<file path="config.mk">
export PLATFORM = sky130hd
export DESIGN_NAME = code_conv_scheduler
export DESIGN_NICKNAME = d
export VERILOG_FILES = /design/src/rtl/code_conv_scheduler.sv
export SDC_FILE = /design/constraint.sdc
export NUM_CORES = 1
export LEC_CHECK = 0
export ABC_AREA = 1
export BUFFER_PORTS_ARGS = -buffer_cell sky130_fd_sc_hd__buf_2
export CAP_MARGIN = 20
export CORE_UTILIZATION = 55
export CTS_BUF_LIST = sky130_fd_sc_hd__clkbuf_4 sky130_fd_sc_hd__clkbuf_8
export DETAILED_ROUTE_END_ITERATION = 8
export GPL_TIMING_DRIVEN = 0
export PLACE_DENSITY = 0.81
export SETUP_SLACK_MARGIN = 0.3
export SYNTH_ARGS = -nofsm -noshare
export SYNTH_HDL_FRONTEND = slang
export SYNTH_SLANG_ARGS = --single-unit
export TNS_END_PERCENT = 10
</file>
<file path="constraint.sdc">
create_clock -name clk -period 2 [get_ports clk]
set_clock_uncertainty 0.15 [all_clocks]
set_input_delay 0 -clock clk [delete_from_list [all_inputs] [get_ports clk]]
set_output_delay 0 -clock clk [all_outputs]
set_load 0.005 [all_outputs]
</file>
<file path="src/rtl/code_conv_scheduler.sv">
// ---------------------------------------------------------------------------
// code_conv_scheduler
//
// Shares one binary<->gray conversion engine between two requesters with
// round-robin arbitration. One word is in flight at a time:
//   IDLE : arbitrate and accept one request
//   CONV : convert (1 cycle for binary->gray, WIDTH cycles for gray->binary)
//   HOLD : present the registered result until the consumer takes it
//
// Handshake rule, applied to every port: a transfer happens on a rising clock
// edge where valid and ready are both high. valid never waits on ready, and
// once out_valid is raised the result stays stable until it is taken.
//
// Ports
//   clk, rst_n            clock (rising edge), asynchronous active-low reset
//   req0_valid/ready      requester 0 handshake (ready is combinational)
//   req0_data, req0_mode  requester 0 word and mode (0: bin->gray, 1: gray->bin)
//   req1_valid/ready      requester 1 handshake (ready is combinational)
//   req1_data, req1_mode  requester 1 word and mode
//   out_valid/ready       result handshake
//   out_data              converted word (registered, updates only on CONV->HOLD)
//   out_id                requester that issued the result
//   out_mode              mode of the result
//   busy                  high whenever the FSM is not in IDLE
// ---------------------------------------------------------------------------
module code_conv_scheduler #(
    parameter int WIDTH = 4
) (
    input  logic             clk,
    input  logic             rst_n,
    input  logic             req0_valid,
    output logic             req0_ready,
    input  logic [WIDTH-1:0] req0_data,
    input  logic             req0_mode,
    input  logic             req1_valid,
    output logic             req1_ready,
    input  logic [WIDTH-1:0] req1_data,
    input  logic             req1_mode,
    output logic             out_valid,
    input  logic             out_ready,
    output logic [WIDTH-1:0] out_data,
    output logic             out_id,
    output logic             out_mode,
    output logic             busy
);

    // Iteration counter must be able to hold 0..WIDTH.
    localparam int CW = $clog2(WIDTH + 1);

    typedef enum logic [1:0] {
        IDLE = 2'd0,
        CONV = 2'd1,
        HOLD = 2'd2
    } state_t;

    state_t           state;
    state_t           state_nxt;

    // Arbitration
    logic             last_grant;
    logic             grant;
    logic             accept;

    // Captured request and conversion working registers
    logic [WIDTH-1:0] src_q;     // captured word; shifted left in gray->binary mode
    logic             mode_q;
    logic             id_q;
    logic [CW-1:0]    cnt_q;
    logic             par_q;     // running XOR of gray bits seen so far (= last binary bit)
    logic [WIDTH-1:0] acc_q;     // binary bits resolved so far, MSB first

    logic [WIDTH-1:0] gray_val;
    logic             par_nxt;
    logic [WIDTH-1:0] acc_nxt;
    logic             conv_done;

    // -----------------------------------------------------------------------
    // Arbitration: a lone requester wins; on contention the requester that
    // did not win last time is granted. last_grant resets to 1 so requester 0
    // wins the first contention.
    // -----------------------------------------------------------------------
    always_comb begin
        grant = 1'b0;
        if (req0_valid && req1_valid) begin
            grant = ~last_grant;
        end else begin
            grant = req1_valid;
        end
        req0_ready = (state == IDLE) && req0_valid && !grant;
        req1_ready = (state == IDLE) && req1_valid &&  grant;
        accept     = req0_ready || req1_ready;
    end

    // -----------------------------------------------------------------------
    // Conversion datapath.
    // binary->gray is a single XOR with the word shifted right (MSB passes
    // through because a zero is shifted in).
    // gray->binary walks the captured word MSB first: each cycle the top gray
    // bit is XORed into the running parity, which is exactly the next binary
    // bit, and that bit is shifted into the accumulator. After WIDTH cycles
    // the accumulator holds the full binary word in natural bit order.
    // -----------------------------------------------------------------------
    always_comb begin
        gray_val  = src_q ^ (src_q >> 1);
        par_nxt   = par_q ^ src_q[WIDTH-1];
        acc_nxt   = (acc_q << 1) | WIDTH'(par_nxt);
        conv_done = !mode_q || (cnt_q == CW'(WIDTH - 1));
    end

    // -----------------------------------------------------------------------
    // FSM state register
    // -----------------------------------------------------------------------
    always_ff @(posedge clk or negedge rst_n) begin
        if (!rst_n) begin
            state <= IDLE;
        end else begin
            state <= state_nxt;
        end
    end

    // -----------------------------------------------------------------------
    // FSM next state and state-decoded outputs
    // -----------------------------------------------------------------------
    always_comb begin
        state_nxt = state;
        out_valid = 1'b0;
        busy      = 1'b1;
        case (state)
            IDLE: begin
                busy = 1'b0;
                if (accept) begin
                    state_nxt = CONV;
                end
            end
            CONV: begin
                if (conv_done) begin
                    state_nxt = HOLD;
                end
            end
            HOLD: begin
                out_valid = 1'b1;
                // New requests are only considered once back in IDLE, so a
                // result handshake and a new accept never share a cycle.
                if (out_ready) begin
                    state_nxt = IDLE;
                end
            end
            default: begin
                state_nxt = IDLE;
                busy      = 1'b0;
            end
        endcase
    end

    // -----------------------------------------------------------------------
    // Datapath registers
    // -----------------------------------------------------------------------
    always_ff @(posedge clk or negedge rst_n) begin
        if (!rst_n) begin
            last_grant <= 1'b1;
            src_q      <= '0;
            mode_q     <= 1'b0;
            id_q       <= 1'b0;
            cnt_q      <= '0;
            par_q      <= 1'b0;
            acc_q      <= '0;
            out_data   <= '0;
            out_id     <= 1'b0;
            out_mode   <= 1'b0;
        end else begin
            if (accept) begin
                src_q      <= grant ? req1_data : req0_data;
                mode_q     <= grant ? req1_mode : req0_mode;
                id_q       <= grant;
                last_grant <= grant;
                cnt_q      <= '0;
                par_q      <= 1'b0;
                acc_q      <= '0;
            end else if (state == CONV) begin
                if (mode_q) begin
                    src_q <= src_q << 1;
                    par_q <= par_nxt;
                    acc_q <= acc_nxt;
                    cnt_q <= cnt_q + CW'(1);
                end
                // The output register is only written with a finished word.
                if (conv_done) begin
                    out_data <= mode_q ? acc_nxt : gray_val;
                    out_id   <= id_q;
                    out_mode <= mode_q;
                end
            end
        end
    end

endmodule

</file>
* After elaboration in Yosys (flattened, before gate mapping)
Index checks and enable logic that the tools add are counted.
** Storage, ports and cells
- Register bits after elaboration :: 22
- Output and inout bits :: 10
- Word-level logic and storage cells :: 61
** Cells by class
- Add/sub/neg operators :: 1
- Eq/ne operators :: 6
- Muxes and demuxes :: 22
- Bitwise logic cells :: 5
- Reductions and logical operators :: 16
** Operators by type and width (number)
- $mux 4 :: 5
- $mux 3 :: 6
- $mux 1 :: 7
- $mux 2 :: 3
- $ne 2x2->1 const B :: 3
- $pmux 2 s3 :: 1
- $reduce_and 3->1 :: 2
- $logic_and 1x1->1 :: 5
- $or 4x1->4 :: 1
- $reduce_bool 2->1 :: 2
- $xor 4x3->4 :: 1
- $add 3x1->3 const B :: 1
- $eq 3x2->1 const B :: 1
- $eq 2x1->1 const B :: 1
- $eq 2x2->1 const B :: 1
- $logic_not 1->1 :: 2
- $logic_not 2->1 :: 1
- $logic_or 1x1->1 :: 2
- $not 1->1 :: 2
- $reduce_and 2->1 :: 1
- $reduce_or 2->1 :: 1
- $xor 1x1->1 :: 1

* Logic depth before layout (Yosys ltp)
- Depth after elaboration :: 7
- Depth in mapped cells :: 8

* Worst setup path after synthesis
No wires, ideal clock.
- Path type :: register to register
- Start point :: register state[1]
- End point :: register cnt_q[2]
- Library setup time :: 0.113 ns
- Arrival time :: 1.134 ns
- Required time :: 1.737 ns
- Path slack :: 0.603 ns
- Stages on the path, launching flop included :: 9
- Path buffers :: 1
- Cell sequence :: dfrtp_1 inv_1 ha_1 nand2_1 buf_2 nand2_1 o21ai_0 nand2_1 inv_1
** Between the ends
- Longest elaborated chain between the ends :: 6
** RTL lines
- from (decl) :: line 56 : state_t state;
- from (signal assigned) :: line 117 : state <= state_nxt;
- $logic_not 2->1 :: line 89, 90
- $logic_and 1x1->1 (on tied branches) (2 in series) :: line 89, 90
- $logic_or 1x1->1 :: line 91 : accept = req0_ready || req1_ready;
- $reduce_bool 2->1 (no line)
- $reduce_and 2->1 (no line)
- to (signal assigned) :: line 184 : cnt_q <= cnt_q + CW'(1);
- to (decl) :: line 68 : logic [CW-1:0] cnt_q;
Several ways; a longest one is shown, not always the timed one.
A chain may end at the register's enable or synchronous reset.

* Worst setup path after layout
- Start point :: register last_grant
- End point :: output port req1_ready
** Between the ends
- Longest elaborated chain between the ends :: 3
** RTL lines
- from (decl) :: line 60 : logic last_grant;
- from (signal assigned) :: line 175 : last_grant <= grant;
- $not 1->1 :: line 85 : grant = ~last_grant;
- $mux 1 :: line 84 : if (req0_valid && req1_valid) begin
- $logic_and 1x1->1 :: line 90 : req1_ready = (state == IDLE) && req1_valid && grant;
- to (decl) :: line 36 : output logic req1_ready,
No other way between the ends.

==> impl_summary.md <==
Outcome
The run finished, with violations left. The final reports fail on hold timing.

Worst setup path
The largest incremental delay on the critical path is between 0.5 and 0.6 ns. The cell type group with the largest total delay on the critical path is flip-flops. The category of the most critical setup path is flop to output port. The critical-path cell with the highest stage delay is dfstp_2.

STA puts the critical path data arrival time at around 1.5 ns. The required time of the critical path is 1.85 ns. STA classifies the critical path startpoint as a flop.

The worst setup path is captured at an output port. The largest fanout on the critical path is 8. The signal on the critical path passes through nand2_1 -> nand2_4 -> inv_1 -> nand2_1 -> inv_1 -> buf_2. Together, buffers and inverters on the worst path number 3.

Synth
Summing every instance area after synthesis gives about 0.0012 mm². Synthesis produced a netlist whose cell count is 157. In this run, synthesis produced a sequential element count of 21. The synthesized netlist net count is ~180.

In this run, distinct cell masters in the synthesized netlist total 22. During synthesis, Yosys emitted a total of 0 warnings. Of the synthesized area, sequential elements account for 0.437. The average cell area after synthesis is 7.67 µm².

Die
The core region is around 0.002 mm². The starting density of the core is 0.602. The top-level port count is 25. The count of standard-cell rows is 16.

The width of the die is 48.8 µm. The area enclosed by the die boundary is roughly 0.0024 mm². The vertical extent of the die is between 40 and 50 µm.

Placement
The port buffer count is 24. The routability congestion estimate is 0.810. Detailed placement finished with a half-perimeter wire length of approximately 1.8 mm.

Detailed routing
The via count is between 1000 and 1500. The initial DRC count is 26. In the routed design, unresolved DRC markers number 0.

For this block, wires on met1 add up to 1.11 mm. Using the TritonRoute via totals, the vias-per-cell ratio works out to about 5.1. The first TritonRoute pass finished after 4 iterations. The average detailed-routed wire length per instance is about 12 µm.

The met2 wirelength from detailed routing is 1.40 mm. The number of nets with antenna violations after routing is 0. For this block, the routed nets add up to 2.70 mm of wire.

The highest signal layer in the routed design is met4. The met3 routed wirelength is about 100 µm.

Timing
In the finished design, the share of the clock period the worst path needs comes to 0.806. Setup violations remaining at the end of the flow were counted as 0. Timing would allow up to roughly 0.62 GHz. The time the final worst path needs with I/O delays and setup is about 1.6 ns. Summed over all failing endpoints, the final setup total negative slack is 0 ns.

Setup repair after global routing could not meet its margin everywhere. At the pin with the least slew margin, the transition time is roughly 0.47 ns. The tightest hold path in the finished design has a slack of -0.00393 ns. The headroom to the max-slew limit is 0.690. The count of final hold-check violations is 5.

The number of max-slew violations in the final report came to 0.

Power and ir drop
The worst-case IR drop observed on VDD is 0.841 mV. The combinational share of power is 0.514. The cell area power density is 1250 mW/mm². Overall power consumption after layout is estimated at around 0.0019 W.

The internal portion of the total power is 0.00106 W. In this run the power spent charging and discharging nets is ~0.00086 W. The share of total power dissipated in the clock network is 0.111. The share of total power dissipated in sequential elements is 0.374. Of the total power, the share spent switching nets is 0.448. The leakage power summed over all cells is just under 0.9 nW.

GRT
The number of antenna violations at the first check in global routing is 0. The overall overflow remaining after global route is 0. Entering global routing, the biggest net connects 22 pins. The number of global-route vias before repair came to roughly 1100. For this run, the total global-route usage over all layers was measured as 0.255. The first global-routing pass estimated between 4 and 5 mm of wire.

CTS
The tree is rooted in a clkbuf_4. Clock latency on the worst-skew pair, taken at its later pin, is 0.32 ns. The post-CTS setup-driven buffer insertion count is 0. The H-tree level count is 1. In this run, CTS created clock tree buffers numbering 3. The clock drives 21 sinks. The clock passes through at most 2 buffers.

The TritonCTS clock tree is yes. The clock transition time at the flip-flop clock pins of the worst setup and hold paths is between 0.1 and 0.15 ns.

Layout
Relative to the synthesized area, the layout overhead comes to 27.7%. The number of diodes is 0. After the last flow step, the layout net total stands at approximately 220. The proportion of layout cells with a drive suffix above 1 is 0.206.

Min path
In this run the worst hold path is classified as primary input to asynchronous set/reset pin.

Flow run
Across the run, the number of max-cap violations was 0.
cells by family after synthesis:
group / Yosys count / synth area share
and+or+nand+nor: 85 / 0.318
buffers and inverters: 31 / 0.105
DFF: 21 / 0.437
AOI/OAI and AO/OA: 13 / 0.0706
adders and majority gates: 6 / 0.0623
xor gates and xnor gates: 1 / 0.00727
worst register-to-register path: cells and delay by family, from the launching register on:
kind / cells / cell delay [ns]
and+or+nand+nor: 2 / 0.21
AOI/OAI and AO/OA: 1 / 0.11
buffers and inverters: 2 / 0.32
DFF: 1 / 0.43
adders and majority gates: 1 / 0.25
power by group through the flow:
stage          sequential (W)  clock (W)  combinational, W
3_3_place_gp         0.000715          0          0.000903
3_5_place_dp         0.000729          0          0.000941
5_1_grt              0.000742   0.000237           0.00113
6_report             0.000720   0.000214          0.000990
4_1_cts              0.000720   0.000216          0.000967
2_1_floorplan        0.000704          0          0.000696
cell usage in the layout, fill, tap and decap left out, types with 4 or more instances in the layout:
| master | instances |
|---|---|
| nand3_1 | 21 |
| nand2_1 | 53 |
| o21ai_0 | 5 |
| buf_2 | 26 |
| nand3b_1 | 4 |
| dlygate4sd3_1 | 14 |
| dfrtp_1 | 20 |
| o21ai_1 | 4 |
| ha_1 | 4 |
| inv_1 | 27 |
synth_stat cells (all sizes together):
cell type	instances	area share
o21ai	11	0.058
dfrtp	20	0.42
ha	6	0.062
buf	3	0.018
inv	28	0.087
o211ai	2	0.012
nor3	1	0.0041
dfstp	1	0.022
nand3b	4	0.025
xor2	1	0.0073
nand3	22	0.10
nand2	55	0.17
nand4	1	0.0052
nor2	2	0.0083
layer usage:
| metal | global-route usage | vias to the layer above |
|---|---|---|
| met5 | 0 | - |
| met4 | 0.152 | 0 |
| met3 | 0.0374 | 9 |
| met2 | 0.472 | 39 |
| met1 | 0.270 | 528 |
| li1 | - | 577 |
final timing paths:
check | end | depth (start not counted) | startpoint | slack (ns)
max in group asynchronous | last_grant | 2 | rst_n | 1.36
hold reg to reg | last_grant | 2 | last_grant | 0.33
min in group clk | src_q[0] | 4 | req1_data[0] | 0.33
setup reg to reg | acc_q[0] | 6 | state[1] | 0.45
setup / recovery | req1_ready | 6 | last_grant | 0.39
hold / removal | state[1] | 2 | rst_n | -0.004
state kept, by name (all words and copies together) (netlist names):
| signal | cells |
|---|---|
| out_data | 4 |
| src_q | 4 |
| out_id | 1 |
| out_mode | 1 |
| state | 2 |
| mode_q | 1 |
| id_q | 1 |
| cnt_q | 3 |
| last_grant | 1 |
| acc_q | 3 |
final cells by class:
cell class | count | area (µm²)
repair buffers | 38 | 260
multi-input cells | 105 | 564
plain buffers | 3 | 21.3
clock inverters | 1 | 5.00
well taps | 27 | 33.8
clock buffers | 3 | 22.5
flip-flops and latches | 21 | 527
inverters | 28 | 105
fillers | 146 | 463
through the flow:
step / setup WS [ns] / util / std cells / hold WS, ns / cell area, µm²
2_1_floorplan: 0.603 / - / 157 / -0.446 / 1200
6_report: 0.387 / 0.769 / 226 / -0.00393 / 1540
5_1_grt: 0.282 / 0.769 / 226 / 0.0214 / 1540
3_3_place_gp: 0.499 / 0.679 / 208 / -0.179 / 1360
3_5_place_dp: 0.474 / 0.679 / 208 / -0.174 / 1360
4_1_cts: 0.371 / 0.764 / 226 / 0.00399 / 1530
timing repair:
action | 4_1_cts | 5_1_grt
hold buffers | 14 | 0
endpoints found under the hold margin | 31 | 0
endpoints found under the setup margin | 1 | 3
resized for setup | 1 | 4
pin swaps | 0 | 0
(Power assumes the default switching activity.)
